**config.mk**
```make
export PLATFORM = sky130hd
export DESIGN_NAME = morse_shifter
export DESIGN_NICKNAME = d
export VERILOG_FILES = /design/src/rtl/morse_shifter.sv
export SDC_FILE = /design/constraint.sdc
export NUM_CORES = 1
export LEC_CHECK = 0
export ABC_AREA = 1
export BUFFER_PORTS_ARGS = -buffer_cell sky130_fd_sc_hd__buf_2
export CAP_MARGIN = 10
export CORE_MARGIN = 2
export CORE_UTILIZATION = 45
export DETAILED_ROUTE_END_ITERATION = 7
export SLEW_MARGIN = 0
export SYNTH_ARGS = -nofsm -noshare
export SYNTH_HDL_FRONTEND = slang
export SYNTH_SLANG_ARGS = --single-unit
```
**constraint.sdc**
```tcl
create_clock -name clock -period 2.9 [get_ports clock]
set_input_delay 0.435 -clock clock [delete_from_list [all_inputs] [get_ports clock]]
set_output_delay 0.435 -clock clock [all_outputs]
set_load 0.05 [all_outputs]
```
**src/rtl/morse_shifter.sv**
```systemverilog
// Morse pattern serialiser: a rising edge on start captures a PATTERN_W-bit
// pattern, which is then shown MSB-first on led, one bit per TICK_DIV clocks.
module morse_shifter #(
    parameter int PATTERN_W = 12,
    parameter int TICK_DIV  = 25_000_000
) (
    input  logic                 clock,
    input  logic                 resetn,
    input  logic                 start,
    input  logic [PATTERN_W-1:0] pattern,
    output logic                 led,
    output logic                 busy,
    output logic                 done
);

    localparam int TICK_W = (TICK_DIV > 1) ? $clog2(TICK_DIV) : 1;
    localparam int BIT_W  = $clog2(PATTERN_W + 1);

    localparam logic [TICK_W-1:0] TICK_LAST = TICK_W'(TICK_DIV - 1);
    localparam logic [BIT_W-1:0]  BIT_LAST  = BIT_W'(PATTERN_W - 1);

    typedef enum logic {
        IDLE,
        SHIFT
    } state_t;

    state_t               state, state_next;
    logic [PATTERN_W-1:0] shreg, shreg_next;
    logic [TICK_W-1:0]    tick_cnt, tick_cnt_next;
    logic [BIT_W-1:0]     bit_cnt, bit_cnt_next;
    logic                 start_q;
    logic                 done_next;
    logic                 rise;
    logic                 tick;

    assign rise = start & ~start_q;
    assign tick = (tick_cnt == TICK_LAST);

    // NOTE: every next-value signal takes a hold default before any branch, so no path leaves it unassigned and no latch is inferred.
    always_comb begin
        state_next    = state;
        shreg_next    = shreg;
        tick_cnt_next = tick_cnt;
        bit_cnt_next  = bit_cnt;
        done_next     = 1'b0;

        unique case (state)
            IDLE: begin
                if (rise) begin
                    shreg_next    = pattern;
                    tick_cnt_next = '0;
                    bit_cnt_next  = '0;
                    state_next    = SHIFT;
                end
            end
            SHIFT: begin
                if (tick) begin
                    tick_cnt_next = '0;
                    shreg_next    = shreg << 1;
                    bit_cnt_next  = bit_cnt + BIT_W'(1);
                    if (bit_cnt == BIT_LAST) begin
                        state_next = IDLE;
                        done_next  = 1'b1;
                    end
                end else begin
                    tick_cnt_next = tick_cnt + TICK_W'(1);
                end
            end
            default: state_next = IDLE;
        endcase
    end

    // NOTE: registers use non-blocking assignments so every flop samples pre-edge values, independent of statement order.
    always_ff @(posedge clock) begin
        if (!resetn) begin
            state    <= IDLE;
            shreg    <= '0;
            tick_cnt <= '0;
            bit_cnt  <= '0;
            start_q  <= 1'b0;
            done     <= 1'b0;
        end else begin
            state    <= state_next;
            shreg    <= shreg_next;
            tick_cnt <= tick_cnt_next;
            bit_cnt  <= bit_cnt_next;
            start_q  <= start;
            done     <= done_next;
        end
    end

    // LED follows the register MSB directly, so there is no added latency.
    assign busy = (state == SHIFT);
    assign led  = busy & shreg[PATTERN_W-1];

endmodule

```
==> impl_metrics.py, run 1 <==
metrics = {
    "run_status": {
        "outcome": "finished clean",
    },
    "clock_tree": {
        "cts_hold_buf": 0,
        "clk_path_buf_depth": 2,
        "postCtsSetupBuffers": 0,
        "clk_latency_ns": 0.31,
        "cts_buffers": 5,
        "tritoncts": "done",
        "clkTransAtPathRegs_ns": 0.10,
        "cts_sinks": 44,
        "cts_root_buf": "clkbuf_8",
        "cts_repair_resize_count": 0,
        "cts-htree-levels": 2,
    },
    "synthesis": {
        "syn_inst": 421,
        "synth_seq_cells": 44,
        "synth_fp_nets": 438,
        "synth_area_um2": 2550,
        "synth_area_per_cell_um2": 6.05,
        "yosysUniqueCellTypes": 27,
        "synth.yosys.seq_area_share_pct": 34.6,
        "ys_warn_count": 0,
    },
    "cells_and_area": {
        "diodes": 0,
        "fillers": 592,
        "utilization_pct": 51.0,
        "ff_latch_area_um2": 881,
        "drive_gt1_share_pct": 9.20,
        "fin_area_um2": 2790,
        "multi_input_area_um2": 1410,
        "fin_nets": 451,
        "area_growth_pct": 9.58,
    },
    "critical_path": {
        "end_kind": "flip-flop",
        "worstRegToRegCells": 10,
        "critPathLaunch": "tick_cnt[0]",
        "reg2reg_to": "shreg[8]",
        "path_max_fanout": 15,
        "worstPathArrival_ns": 2.15,
        "r2r_slack_ns": 0.95,
        "r2r_start": "tick_cnt[0]",
        "path_class": "flip-flop to flip-flop",
        "setup.worst_path.start_class": "flip-flop",
        "cp-endpoint": "shreg[8]",
        "crit_required_ns": 3.10,
    },
    "drt": {
        "route.detailed.drc": 0,
        "dr.pass1.iters": 5,
        "via_per_inst": 4.93,
        "drtAntennaViolNets": 0,
        "wirelength_um": 6140,
        "vias": 2497,
        "route.detailed.wl_per_inst_um": 12.1,
        "drt_iter0_drc": 113,
    },
    "global_routing": {
        "grt_pass1_vias": 2379,
        "grt_pass1_wl_um": 10700,
        "grt_max_degree": 26,
        "antenna_found_initial": 0,
        "gr-usage-all-layers_pct": 21.3,
        "grt-ovfl-total": 0,
    },
    "floorplan": {
        "io_pins": 18,
        "coreArea_um2": 5470,
        "die_w_um": 79.2,
        "die_h_um": 79.2,
        "initial_core_util_pct": 46.5,
        "num_rows": 27,
        "die-area_um2": 6280,
    },
    "pwr": {
        "power_per_cell_area_nw_per_um2": 452,
        "power.total_mw": 1.26,
        "vdd.ir_drop.worst_uv": 256,
        "p_leak_nw": 1.17,
    },
    "timing": {
        "clock-skew-final_ns": 0.0103,
        "fin_crit_sh_pct": 67.3,
        "rsz0062_at_grt": "false",
        "relSlewSlack_pct": 51.7,
        "setup_viol": 0,
        "period_needed_ns": 1.95,
        "slew_viol_final": 0,
        "hold_viol": 0,
        "tns_ns": 0,
        "max_freq_mhz": 512,
        "tightestPinTransition_ns": 0.723,
    },
    "job": {
        "maxCapViolCount": 0,
    },
    "min_path": {
        "whs_path_depth": 3,
        "min_path_type": "input port to flip-flop",
    },
    "place": {
        "dpl_cell_area_um2": 2680,
        "portBuffers": 17,
        "hpwl_um": 4290,
        "place_congestion": 0.899,
    },
}
## worst min path at each step
| stage | from | to |
|---|---|---|
| floorplan | tick_cnt[13] | tick_cnt[13] |
| global placement | tick_cnt[13] | tick_cnt[13] |
| detailed placement | tick_cnt[13] | tick_cnt[13] |
| CTS | start | start_q |
| global route | start | start_q |
| finish | start | start_q |
## power by group
group	switching [mW]	leakage, nW	internal, mW
logic	0.0924	0.762	0.0405
registers	0.00615	0.357	0.621
clock network	0.241	0.0548	0.260
## synthesized netlist by cell type
cell type  number  share of area [%]
o21ai_0        14                2.8
nand3_2         2               0.79
buf_6           1               0.44
nand3_1        38                7.5
a31oi_1         1               0.25
nand2_1       133                 20
nand2_4         1               0.44
nor2_1         68                 10
buf_4           1               0.29
a21oi_1        28                5.5
nor2_2          2               0.49
nand3b_1        5                1.5
xor2_1          5                1.7
xnor2_1         1               0.34
nor2_4          2               0.88
clkbuf_1        7                1.0
inv_1          46                6.8
nand4_1         4               0.98
dfxtp_1        44                 35
nor3_1          4               0.79
buf_2           4               0.79
or2_2           3               0.74
inv_2           2               0.29
ha_1            2               0.98
and2_1          1               0.25
clkinv_1        1               0.15
buf_1           1               0.15
## logic make-up after synthesis
family	after synthesis	share of synthesized area (%)
AND/OR/NAND/NOR	263	43.9
buffers and inverters	63	9.93
flip-flops	44	34.6
AO/OA/AOI/OAI	43	8.50
XOR/XNOR	6	2.06
adder cells (fa/ha/maj)	2	0.983
## through the flow
step | instances | hold slack (ns) | setup slack, ns
global route | 507 | 0.340 | 0.677
floorplan | 421 | 0.434 | 0.849
finish | 507 | 0.318 | 0.949
global placement | 499 | 0.462 | 1.01
CTS | 507 | 0.322 | 0.924
detailed placement | 499 | 0.466 | 0.968
## flip-flops by register name, summed over array words and instances (netlist names)
register  flops
busy          1
bit_cnt       4
done          1
start_q       1
shreg        12
tick_cnt     25
## cell usage in the layout (no fill, tap or decap)
master	synthesis	routed
dfxtp_1	44	44
or2_2	3	3
a21oi_1	28	28
a31oi_1	1	1
nand3_2	2	2
and2_1	1	1
buf_4	1	3
inv_1	46	46
inv_2	2	2
clkbuf_8	0	5
o21ai_0	14	14
nand3b_1	5	5
xor2_1	5	5
xnor2_1	1	1
inv_6	0	1
nor2_1	68	68
nand4_1	4	4
nor2_2	2	2
ha_1	2	2
nand2_4	1	1
clkinvlp_4	0	1
clkinv_1	1	1
buf_2	4	17
bufinv_16	0	1
nor2_4	2	2
nor3_1	4	4
nand2_1	133	133
nand3_1	38	38
## worst max-delay path: stages, from the launching register on
cell	delay (ns)
dfxtp_1	0.39
ha_1	0.23
nand3_2	0.14
nor2_2	0.15
nand3_2	0.11
inv_1	0.07
nand2_1	0.06
nand2_1	0.08
nand2_1	0.32
nor2_1	0.22
nor2_1	0.07
## cell type report
type | instances | area share [%]
Multi-Input combinational cell | 314 | 50.6
Sequential cell | 44 | 31.6
Inverter | 49 | 6.59
Timing Repair Buffer | 20 | 3.86
Tap cell | 72 | 3.23
Clock buffer | 5 | 2.47
Clock inverter | 3 | 1.66
## layer usage
layer | wire [um] | share of wire [%] | track usage [%] | vias to the layer above
met2 | 2920 | 48 | 37.3 | 42
met1 | 2920 | 48 | 26.4 | 1107
met5 | 0 | 0 | 0 | -
met4 | 101 | 1.6 | 7.59 | 0
li1 | - | - | - | 1338
met3 | 198 | 3.2 | 3.18 | 10
No activity file was read; power rests on OpenSTA's default activity.
==> run 2: changes to the inputs <==
- clock period: 2.9 -> 1.9 ns (I/O delays scaled with it)
==> run 2 against run 1 <==
Final cell count up 2.0%. Setup slack lost 0.74 ns. Die area unchanged. Final area rose by 3.0%. Highest routed layer unchanged. Power increased by 51%. Clock-buffer cell count rose by 1. Clock power increased by 46%. Combinational power rose by 62%. Core utilization increased by 1.5 points. Routed wire length is 0.81% lower. Critical path depth is 1 higher.
==> impl_metrics.py, run 2 (synthesis gave the netlist of run 1 again) <==
metrics = {
    "timing": {
        "setup_viol": 0,
        "max_freq_mhz": 593,
        "hold_viol": 0,
        "clock-skew-final_ns": 0.00871,
        "relSlewSlack_pct": 63.4,
        "period_needed_ns": 1.69,
        "slew_viol_final": 0,
        "rsz0062_at_grt": "false",
        "fin_crit_sh_pct": 88.8,
        "tightestPinTransition_ns": 0.547,
        "tns_ns": 0,
    },
    "global_routing": {
        "grt_pass1_wl_um": 10600,
        "grt_pass1_vias": 2339,
        "grt-ovfl-total": 0,
        "antenna_found_initial": 0,
        "gr-usage-all-layers_pct": 21.0,
        "grt_max_degree": 21,
        "grtUsageMet3_pct": 4.09,
        "use_met1_pct": 26.4,
        "busiest_layer": "met2",
        "grt.met2_usage_pct": 35.8,
    },
    "cells_and_area": {
        "layout_commonest_cell": "nand2_1",
        "fin_cells": 517,
        "diodes": 0,
        "largest_reg_flops": 25,
        "multi_input_area_um2": 1430,
        "area_growth_pct": 12.9,
        "ff_latch_area_um2": 883,
        "fillers": 606,
        "reg.largest.list": "tick_cnt x25, shreg x12, bit_cnt x4",
        "fin_nets": 461,
        "fin_area_um2": 2870,
        "mostFrequentLayoutCells": "132 x nand2_1, 68 x nor2_1, 46 x inv_1",
        "largest-register": "tick_cnt",
        "drive_gt1_share_pct": 12.1,
    },
    "critical_path": {
        "path_max_fanout": 10,
        "critPathLaunch": "tick_cnt[1]",
        "worstRegToRegCells": 11,
        "end_kind": "flip-flop",
        "worstPathArrival_ns": 1.89,
        "r2r_start": "tick_cnt[1]",
        "path_class": "flip-flop to flip-flop",
        "setup.worst_path.start_class": "flip-flop",
        "crit_required_ns": 2.11,
    },
    "floorplan": {
        "coreArea_um2": 5470,
        "io_pins": 18,
        "die_w_um": 79.2,
        "die_h_um": 79.2,
        "num_rows": 27,
        "initial_core_util_pct": 46.5,
        "die-area_um2": 6280,
    },
    "run_status": {
        "outcome": "finished clean",
    },
    "clock_tree": {
        "cts_root_buf": "clkbuf_8",
        "cts_buffers": 5,
        "postCtsSetupBuffers": 0,
        "clk_path_buf_depth": 2,
        "cts-htree-levels": 2,
        "clkTransAtPathRegs_ns": 0.09,
        "tritoncts": "done",
        "clk_latency_ns": 0.30,
        "cts_sinks": 44,
    },
    "pwr": {
        "power_per_cell_area_nw_per_um2": 663,
        "p_leak_nw": 1.22,
        "vdd.ir_drop.worst_uv": 344,
    },
    "place": {
        "place_congestion": 0.862,
        "portBuffers": 17,
        "dp.cells": 508,
        "hpwl_um": 4270,
        "dpl_cell_area_um2": 2740,
    },
    "min_path": {
        "whs_path_depth": 3,
        "hold_start": "start",
        "min_path_type": "input port to flip-flop",
    },
    "drt": {
        "dr.pass1.iters": 4,
        "drtAntennaViolNets": 0,
        "drt_iter0_drc": 105,
        "vias": 2515,
        "route.detailed.drc": 0,
        "route.detailed.wl_per_inst_um": 11.8,
        "wirelength_um": 6090,
        "via_per_inst": 4.86,
    },
    "job": {
        "maxCapViolCount": 0,
    },
}
==> run 2: worst paths after layout <==
kind | end | slack [ns]
hold / removal | start_q | 0.18
setup reg to reg | shreg[10] | 0.21
setup / recovery | shreg[10] | 0.21
hold reg to reg | tick_cnt[13] | 0.47
==> run 2: worst max-delay path: stages, from the launching register on <==
cell and delay [ns]:
dfxtp_1 0.36, ha_2 0.20, nand3_2 0.13, nor2_2 0.14
nand3_2 0.11, inv_1 0.08, nand2_1 0.07, nand2_1 0.09
nand2_1 0.08, buf_4 0.18, nor2_1 0.11, nor2_1 0.05
==> run 2: through the flow <==
stage          util, %  setup WS (ns)  total power [mW]  hold WS (ns)
6_report          52.5          0.213              1.91         0.175
5_1_grt           52.5        0.00626              1.99         0.227
4_1_cts           52.1         0.0335              1.93         0.166
3_5_place_dp      50.1         0.0509              1.20         0.451
3_3_place_gp      50.1         0.0664              1.19         0.454
2_1_floorplan        -          0.190              1.13         0.378
==> run 2: report_power, final <==
part / internal (mW) / total [mW] / switching, mW
Sequential: 0.949 / 0.960 / 0.0117
Combinational: 0.0741 / 0.215 / 0.140
Clock: 0.391 / 0.732 / 0.341
==> run 2: final cells by class <==
| cell class | instances | area share [%] |
|---|---|---|
| repair buffers | 29 | 6.09 |
| clock buffers | 6 | 2.53 |
| inverters | 49 | 6.40 |
| multi-input cells | 315 | 49.9 |
| flip-flops and latches | 44 | 30.7 |
| clock inverters | 2 | 1.22 |
| well taps | 72 | 3.13 |
==> run 2: what timing repair did <==
item                       CTS  global route
gates resized for setup      0             5
hold buffers                 0             0
setup endpoints to repair    0            18
==> run 2: layer usage <==
| metal | vias to the layer above | routed length (um) |
|---|---|---|
| met5 | - | 0 |
| met4 | 0 | 98 |
| met3 | 9 | 175 |
| met2 | 33 | 2910 |
| met1 | 1112 | 2910 |
| li1 | 1361 | - |
